File: src/rtl/dmx_frame_decoder_if.sv
// Bus between the DMX byte receiver / fixture logic and the frame decoder.
// The master drives the line, byte stream and start address; the slave publishes the captured channels.
interface dmx_frame_decoder_if #(
    parameter int NUM_CH = 4
);
    logic                  dmx_in;
    logic                  byte_ready;
    logic [7:0]            received_byte;
    logic [8:0]            start_addr;
    logic [8*NUM_CH-1:0]   ch_data;
    logic                  ch_valid;
    logic                  frame_done;
    logic [9:0]            slot_count;
    logic                  signal_ok;

    modport master (
        output dmx_in, byte_ready, received_byte, start_addr,
        input  ch_data, ch_valid, frame_done, slot_count, signal_ok
    );

    modport slave (
        input  dmx_in, byte_ready, received_byte, start_addr,
        output ch_data, ch_valid, frame_done, slot_count, signal_ok
    );
endinterface

File: src/rtl/dmx_frame_decoder.sv
// DMX512 frame decoder: break detection, start-code filtering, slot numbering and
// capture of NUM_CH consecutive slots from a runtime start address.
module dmx_frame_decoder #(
    parameter int CLK_FREQ     = 20_000_000,
    parameter int BREAK_MIN_US = 88,
    parameter int NUM_CH       = 4,
    parameter int LOSS_CYCLES  = 20_000_000
) (
    input  logic               clk,
    input  logic               rst,
    dmx_frame_decoder_if.slave bus_io
);
    localparam int BREAK_CYCLES = CLK_FREQ / 1_000_000 * BREAK_MIN_US;
    localparam int BW           = $clog2(BREAK_CYCLES + 1);
    localparam int LW           = $clog2(LOSS_CYCLES + 1);
    localparam logic [BW-1:0] BREAK_MAX = BW'(BREAK_CYCLES);
    localparam logic [LW-1:0] LOSS_MAX  = LW'(LOSS_CYCLES);

    typedef enum logic [1:0] {IDLE, WAIT_START, DATA, IGNORE} state_t;

    state_t              state_q, state_d;
    logic [1:0]          sync_q;
    logic [BW-1:0]       low_q, low_d;
    logic                line_s, break_end_s;
    logic [9:0]          slot_q, slot_d, n_s, last_s;
    logic [8:0]          addr_q, addr_d;
    logic                win_ok_s;
    logic [8*NUM_CH-1:0] shadow_q, shadow_d, ch_data_q, ch_data_d;
    logic                ch_valid_q, ch_valid_d, frame_done_q, frame_done_d;
    logic [9:0]          slot_count_q, slot_count_d;
    logic [LW-1:0]       loss_q, loss_d;
    logic                ok_q, ok_d;

    assign line_s      = sync_q[1];
    assign break_end_s = line_s && (low_q == BREAK_MAX);
    assign n_s         = slot_q + 10'd1;
    assign last_s      = {1'b0, addr_q} + 10'(NUM_CH - 1);
    assign win_ok_s    = (addr_q != 9'd0) && (last_s <= 10'd512);

    // Saturating low-time counter on the synchronized line.
    always_comb begin
        low_d = low_q;
        if (!line_s) begin
            low_d = (low_q == BREAK_MAX) ? low_q : low_q + BW'(1);
        end else begin
            low_d = '0;
        end
    end

    // Next-state, slot capture, frame statistics and loss timer.
    always_comb begin
        state_d      = state_q;
        slot_d       = slot_q;
        addr_d       = addr_q;
        shadow_d     = shadow_q;
        ch_data_d    = ch_data_q;
        ch_valid_d   = 1'b0;
        frame_done_d = 1'b0;
        slot_count_d = slot_count_q;
        loss_d       = (loss_q == '0) ? loss_q : loss_q - LW'(1);

        if (break_end_s) begin
            // A break always wins over a coincident byte strobe.
            state_d = WAIT_START;
            slot_d  = 10'd0;
            addr_d  = bus_io.start_addr;
            if (state_q == DATA) begin
                frame_done_d = 1'b1;
                slot_count_d = slot_q;
            end else begin
                frame_done_d = 1'b0;
            end
        end else if (bus_io.byte_ready) begin
            case (state_q)
                WAIT_START: begin
                    if (bus_io.received_byte == 8'h00) begin
                        state_d = DATA;
                        loss_d  = LOSS_MAX;
                    end else begin
                        state_d = IGNORE;
                    end
                end
                DATA: begin
                    if (slot_q != 10'd512) begin
                        slot_d = n_s;
                        for (int i = 0; i < NUM_CH; i++) begin
                            if (win_ok_s && (n_s == {1'b0, addr_q} + 10'(i))) begin
                                shadow_d[8*i +: 8] = bus_io.received_byte;
                            end else begin
                                shadow_d[8*i +: 8] = shadow_d[8*i +: 8];
                            end
                        end
                        if (win_ok_s && (n_s == last_s)) begin
                            ch_data_d  = shadow_d;
                            ch_valid_d = 1'b1;
                        end else begin
                            ch_valid_d = 1'b0;
                        end
                    end else begin
                        slot_d = slot_q;
                    end
                end
                default: begin
                    state_d = state_q;
                end
            endcase
        end else begin
            state_d = state_q;
        end

        ok_d = (loss_d != '0);
    end

    // State, synchronizer and datapath registers.
    always_ff @(posedge clk or posedge rst) begin
        if (rst) begin
            state_q      <= IDLE;
            sync_q       <= 2'b11;
            low_q        <= '0;
            slot_q       <= 10'd0;
            addr_q       <= 9'd0;
            shadow_q     <= '0;
            ch_data_q    <= '0;
            ch_valid_q   <= 1'b0;
            frame_done_q <= 1'b0;
            slot_count_q <= 10'd0;
            loss_q       <= '0;
            ok_q         <= 1'b0;
        end else begin
            state_q      <= state_d;
            sync_q       <= {sync_q[0], bus_io.dmx_in};
            low_q        <= low_d;
            slot_q       <= slot_d;
            addr_q       <= addr_d;
            shadow_q     <= shadow_d;
            ch_data_q    <= ch_data_d;
            ch_valid_q   <= ch_valid_d;
            frame_done_q <= frame_done_d;
            slot_count_q <= slot_count_d;
            loss_q       <= loss_d;
            ok_q         <= ok_d;
        end
    end

    assign bus_io.ch_data    = ch_data_q;
    assign bus_io.ch_valid   = ch_valid_q;
    assign bus_io.frame_done = frame_done_q;
    assign bus_io.slot_count = slot_count_q;
    assign bus_io.signal_ok  = ok_q;
endmodule

File: src/flat_wrapper.sv
// flat-port wrapper written by rule: the top's interface ports become plain ports
module dmx_frame_decoder_flat 
#(
    parameter int CLK_FREQ     = 20_000_000,
    parameter int BREAK_MIN_US = 88,
    parameter int NUM_CH       = 4,
    parameter int LOSS_CYCLES  = 20_000_000
)
  (clk, rst, bus_io_dmx_in, bus_io_byte_ready, bus_io_received_byte, bus_io_start_addr, bus_io_ch_data, bus_io_ch_valid, bus_io_frame_done, bus_io_slot_count, bus_io_signal_ok);
  dmx_frame_decoder_if #(.NUM_CH(NUM_CH)) bus_io_i ();
  input  logic clk;
  input  logic rst;
  input wire logic [$bits(bus_io_i.dmx_in)-1:0] bus_io_dmx_in;
  input wire logic [$bits(bus_io_i.byte_ready)-1:0] bus_io_byte_ready;
  input wire logic [$bits(bus_io_i.received_byte)-1:0] bus_io_received_byte;
  input wire logic [$bits(bus_io_i.start_addr)-1:0] bus_io_start_addr;
  output wire logic [$bits(bus_io_i.ch_data)-1:0] bus_io_ch_data;
  output wire logic [$bits(bus_io_i.ch_valid)-1:0] bus_io_ch_valid;
  output wire logic [$bits(bus_io_i.frame_done)-1:0] bus_io_frame_done;
  output wire logic [$bits(bus_io_i.slot_count)-1:0] bus_io_slot_count;
  output wire logic [$bits(bus_io_i.signal_ok)-1:0] bus_io_signal_ok;
  assign bus_io_i.dmx_in = bus_io_dmx_in;
  assign bus_io_i.byte_ready = bus_io_byte_ready;
  assign bus_io_i.received_byte = bus_io_received_byte;
  assign bus_io_i.start_addr = bus_io_start_addr;
  assign bus_io_ch_data = bus_io_i.ch_data;
  assign bus_io_ch_valid = bus_io_i.ch_valid;
  assign bus_io_frame_done = bus_io_i.frame_done;
  assign bus_io_slot_count = bus_io_i.slot_count;
  assign bus_io_signal_ok = bus_io_i.signal_ok;
  dmx_frame_decoder #(.CLK_FREQ(CLK_FREQ), .BREAK_MIN_US(BREAK_MIN_US), .NUM_CH(NUM_CH), .LOSS_CYCLES(LOSS_CYCLES)) u_core (.clk(clk), .rst(rst), .bus_io(bus_io_i));
endmodule
File: config.mk
export PLATFORM = sky130hd
export DESIGN_NAME = dmx_frame_decoder_flat
export DESIGN_NICKNAME = d
export VERILOG_FILES = /design/src/rtl/dmx_frame_decoder_if.sv /design/src/rtl/dmx_frame_decoder.sv /design/src/flat_wrapper.sv
export SDC_FILE = /design/constraint.sdc
export NUM_CORES = 1
export LEC_CHECK = 0
export BUFFER_PORTS_ARGS = -buffer_cell sky130_fd_sc_hd__clkbuf_2
export CELL_PAD_IN_SITES_DETAIL_PLACEMENT = 1
export CELL_PAD_IN_SITES_GLOBAL_PLACEMENT = 1
export CORE_AREA = 4 4 118 120
export CTS_CLUSTER_DIAMETER = 40
export DETAILED_ROUTE_END_ITERATION = 10
export DIE_AREA = 0 0 122 124
export GPL_TIMING_DRIVEN = 0
export PLACE_DENSITY = 0.84
export SLEW_MARGIN = 20
export SYNTH_ARGS = -nofsm -noshare
export SYNTH_HDL_FRONTEND = slang
export SYNTH_SLANG_ARGS = --single-unit
File: constraint.sdc
create_clock -name clk -period 8.6 [get_ports clk]
set_input_delay 0.86 -clock clk [delete_from_list [all_inputs] [get_ports clk]]
set_output_delay 0.86 -clock clk [all_outputs]
set_load 0.02 [all_outputs]
# Yosys cells after proc, flatten, opt, wreduce, memory -nomap -nowiden
# Cells that the tools add are included.
# W data, S select, Z words.
[op_classes]
add_sub_neg = 6
magnitude_cmp = 1
n_eq_ne = 9
muxes = 26
bitwise_logic = 1
n_reduce_logical = 19
[op_table]
columns = ["cell", "count"]
rows = [
  ["$mux W25", 5],
  ["$mux W10", 4],
  ["$mux W8", 4],
  ["$eq A10 B10 Y1", 3],
  ["$logic_not A25 Y1", 1],
  ["$reduce_bool A25 Y1", 1],
  ["$sub A25 B1 Y25 const B", 1],
  ["$mux W11", 2],
  ["$add A9 B2 Y10 const B", 2],
  ["$add A11 B1 Y11 const B", 1],
  ["$eq A11 B11 Y1 const B", 1],
  ["$add A10 B1 Y10 const B", 1],
  ["$add A9 B1 Y10 const B", 1],
  ["$eq A10 B9 Y1", 1],
  ["$le A10 B10 Y1 const B", 1],
  ["$ne A10 B10 Y1 const B", 1],
  ["$reduce_bool A9 Y1", 1],
  ["$logic_not A8 Y1", 1],
  ["$mux W1", 8],
  ["$reduce_bool A2 Y1", 4],
  ["$logic_and A1 B1 Y1", 6],
  ["$mux W2", 3],
  ["$reduce_and A5 Y1", 1],
  ["$reduce_and A2 Y1", 2],
  ["6 further kinds", 6],
]
[word_totals]
ff_bits = 136
input_bits = 21
out_inout_bits = 45
word_cells = 74

# Depth between registers and ports, before layout
[logic_depth]
word_depth = 9
depth_mapped = 11
ltp_nobuf = 9

# Worst setup path before layout
# No wires, ideal clock.
[synth_timing]
kind = "register -> register"
from = "register u_core.addr_q[0]"
to = "register u_core.shadow_q[10]"
setup_time_ps = 125
arrival_ps = 3052
setup_slack_ps = 5424
stages_incl_launch_ff = 10
synth_period_minus_slack_ps = 3176
path_cell_list = "dfrtp_1 inv_1 ha_1 nand3b_1 or3_1 a22oi_1 nand4bb_1 or4_1 nor4_4 mux2_2"
[synth_via]
elab_chain_len = 5
[synth_rtl]
columns = ["item", "line", "rtl"]
rows = [
  ["start, declared", "dmx_frame_decoder.sv:26", "logic [8:0] addr_q, addr_d;"],
  ["start signal, assigned", "dmx_frame_decoder.sv:134", "addr_q <= addr_d;"],
  ["$add A9 B2 Y10", "dmx_frame_decoder.sv:37", "assign last_s = {1'b0, addr_q} + 10'(NUM_CH - 1);"],
  ["$le A10 B10 Y1", "dmx_frame_decoder.sv:38", "assign win_ok_s = (addr_q != 9'd0) && (last_s <= 10'd512);"],
  ["$logic_and A1 B1 Y1", "dmx_frame_decoder.sv:38", ""],
  ["$logic_and A1 B1 Y1 *", "dmx_frame_decoder.sv:87", "if (win_ok_s && (n_s == {1'b0, addr_q} + 10'(i))) begin"],
  ["$mux W8 *", "dmx_frame_decoder.sv:87", ""],
  ["end signal, assigned", "dmx_frame_decoder.sv:135", "shadow_q <= shadow_d;"],
  ["end, declared", "dmx_frame_decoder.sv:28", "logic [8*NUM_CH-1:0] shadow_q, shadow_d, ch_data_q, ch_data_d;"],
]
# Every way passes the cells marked *; elsewhere a longest branch is shown, timed or not.
# A chain may end at the register's enable or synchronous reset.

# Worst setup path in the final report
[layout_timing]
from = "register u_core.addr_q[0]"
to = "register u_core.shadow_q[14]"
# Same word-level chain as after synthesis.

==> flow_metrics.tcl <==
set metrics [dict create \
    synth_edf_count 0 \
    antennaDiodeCount 0 \
    clockRootBuffer "clkbuf_16" \
    synth.top_cell.area_share_pct 49.2 \
    die-area_mm2 0.0151 \
    grt_max_degree 72 \
    yosys_most_used_dff "dfrtp_1" \
    wire_per_inst_um 21.7 \
    cts_setup_buffers 0 \
    hpwl_um 11700 \
    start_kind "register" \
    maxSlewViolCount 0 \
    drt_iter0_markers 323 \
    io_pins 66 \
    postSynthCellCount 570 \
    dpl_cell_area_mm2 0.00698 \
    rsz0062_at_grt "no" \
    async_reset_ff_share_pct 100 \
    mostFrequentLayoutCell "dfrtp_1" \
    cts_resized 0 \
    fin_crit_ns 4.16 \
    clk_latency_ns 0.43 \
    synthMuxAreaShare_pct 14.8 \
    clkTransAtPathRegs_ns 0.07 \
    ir_drop_mv 0.117 \
    yosysTopAreaCell "dfrtp_1" \
    layout.cells.non_filler 844 \
    synthDistinctLibCells 53 \
    finalInstanceArea_mm2 0.00762 \
    synth_compound_area_share_pct 3.61 \
    drt_first_pass_iters 4 \
    setup.worst_path.end_class "register" \
    required_ns 8.90 \
    drive_gt1_share_pct 30.1 \
    fp.dieW_um 122 \
    final_cell_mix "dfrtp_1, mux2_2, clkbuf_2, nor2_1, nand2_1" \
    yosysWarningCount 0 \
    hold_buffers 0 \
    synthAdderAreaFrac_pct 2.15 \
    hold_path.class "register to register" \
    pre_cts_ws_ns 4.71 \
    p_leak_nw 3.48 \
    h-tree-depth 4 \
    antenna_found_initial 0 \
    first_global_vias 5296 \
    ant_nets 0 \
    netlist_area_mm2 0.00640 \
    gp_congestion 0.888 \
    cts.sinks 128 \
    synth_area_leaders "dfrtp_1, mux2_2, xnor2_1, xor2_1, nor2_1" \
    post-route-period-util_pct 48.4 \
    worst_clock_skew_ns 0.0153 \
    yosysSeqAreaShare_pct 50.0 \
    synth_top_family_by_area "simple AND/OR/NAND/NOR gates" \
    start_util_pct 49.3 \
    synth_fp_nets 602 \
    ys_ff_latch 128 \
    cp.arrival_ns 4.46 \
    routed_wl_um 18300 \
    nNetsFinal 687 \
    grt_pass1_wl_um 29200 \
    synth_xor_area_share_pct 9.57 \
    hold_viol_final 0 \
    track_usage_pct 25.6 \
    grt_overflow 0 \
    core.rowCount 42 \
    worst-path-max-fanout 8 \
    drc 0 \
    worst_pin_slew_ns 1.03 \
    tns_ns 0 \
    p_per_area_mw_per_mm2 202 \
    synth-simple-area-share_pct 17.6 \
    max_freq_mhz 240 \
    cts_tree "built" \
    port_buffers 65 \
    cts_made_buffers 17 \
    p_total_w 0.00154 \
    die_h_um 124 \
    core_mm2 0.0130 \
    vias_per_cell 5.70 \
    max_slew_margin_pct 30.9 \
    setup_viol 0 \
    vias 4812 \
    cts.path.max_buffers 2 \
    avgSynthCellArea_um2 11.2 \
    dp.cells 812 \
    area.growth.synth_to_final_pct 19.0 \
    max_cap_viol_count 0 \
    run_status "completed" \
    setup_ws_ns 4.44 \
    worstSetupPathType "register to register" \
]
==> logic make-up (layout without fill, tap and decap cells) <==
family          after synthesis  count (layout)
buf+inv                      31             129
mux                          84              84
compound gates               34              34
flops                       128             128
xor+xnor                     70              70
simple gates                212             212
fa+ha+maj                    11              11
==> state kept, by name, summed over array words and instances (netlist names) <==
register                  cells
u_core.bus_io.ch_valid        1
u_core.shadow_q              24
u_core.bus_io.ch_data        32
u_core.loss_q                25
u_core.addr_q                 9
u_core.low_q                 11
u_core.state_q                2
u_core.bus_io.signal_ok       1
u_core.bus_io.frame_done      1
u_core.slot_q                10
u_core.bus_io.slot_count     10
u_core.sync_q                 2
==> cells in the mapped netlist, drive strengths merged, types with 2 or more instances <==
| cell type | n |
|---|---|
| dfrtp | 126 |
| a31oi | 4 |
| nor4 | 17 |
| nand2b | 4 |
| or4 | 4 |
| a21oi | 10 |
| nor3 | 16 |
| o41ai | 3 |
| o21ai | 4 |
| nor3b | 3 |
| clkbuf | 8 |
| nand2 | 38 |
| nand4 | 11 |
| mux2i | 4 |
| nand3b | 3 |
| dfstp | 2 |
| nor4b | 3 |
| nand3 | 23 |
| mux2 | 80 |
| inv | 11 |
| xor2 | 33 |
| buf | 12 |
| or2 | 3 |
| o31a | 2 |
| or3 | 9 |
| a22oi | 2 |
| and2 | 6 |
| nor2 | 58 |
| ha | 11 |
| and3 | 9 |
| a211oi | 3 |
| xnor2 | 37 |
| and4b | 2 |
==> stage by stage <==
step	utilization, %	hold WS, ns
final	58.7	0.356
after global routing	58.7	0.361
after detailed placement	53.8	0.351
after floorplan	-	0.345
after CTS	58.7	0.359
after global placement	53.5	0.347
==> area by class of cell <==
type                       instances  area [um2]
buffer                            20        98.8
tap                              176         220
fill                            1405        5360
inverter                          11        46.3
timing repair buffer              66         353
multi-input combinational        411        3060
clock inverter                    13         209
clock buffer                      19         433
sequential                       128        3210
==> worst paths after layout <==
path / from / endpoint / slack (ns) / cells past startpoint
worst max-delay path: u_core.addr_q[0] / u_core.shadow_q[14] / 4.44 / 9
worst min-delay path: u_core.sync_q[0] / u_core.sync_q[1] / 0.36 / 0
worst max register to register: u_core.addr_q[0] / u_core.shadow_q[14] / 4.44 / 9
worst min register to register: u_core.sync_q[0] / u_core.sync_q[1] / 0.36 / 0
max in group asynchronous: rst / u_core.bus_io.ch_data[23] / 7.39 / 3
min in group asynchronous: rst / u_core.loss_q[11] / 0.49 / 2
==> critical path: stages (launching register included) <==
cell and delay, ns:
dfrtp_1 0.53, inv_1 0.23, ha_1 0.31, nand3b_1 0.33
or3_1 0.43, a22oi_1 0.33, nand4bb_1 0.23, or4_1 0.62
nor4_4 0.60, mux2_2 0.43
==> where the power goes <==
part	switching (W)	internal (W)	total [W]
Combinational	0.0000676	0.0000374	0.000105
Clock	0.000278	0.000515	0.000793
Sequential	0.0000230	0.000620	0.000643
Total	0.000369	0.00117	0.00154
==> per-layer routing <==
layer	vias up	routed length [um]	global-route usage [%]
li1	2189	-	-
met2	105	9960	46.3
met1	2475	7240	29.2
met3	43	533	5.77
met4	0	551	11.0
met5	-	0	0
(Power assumes the default switching activity.)
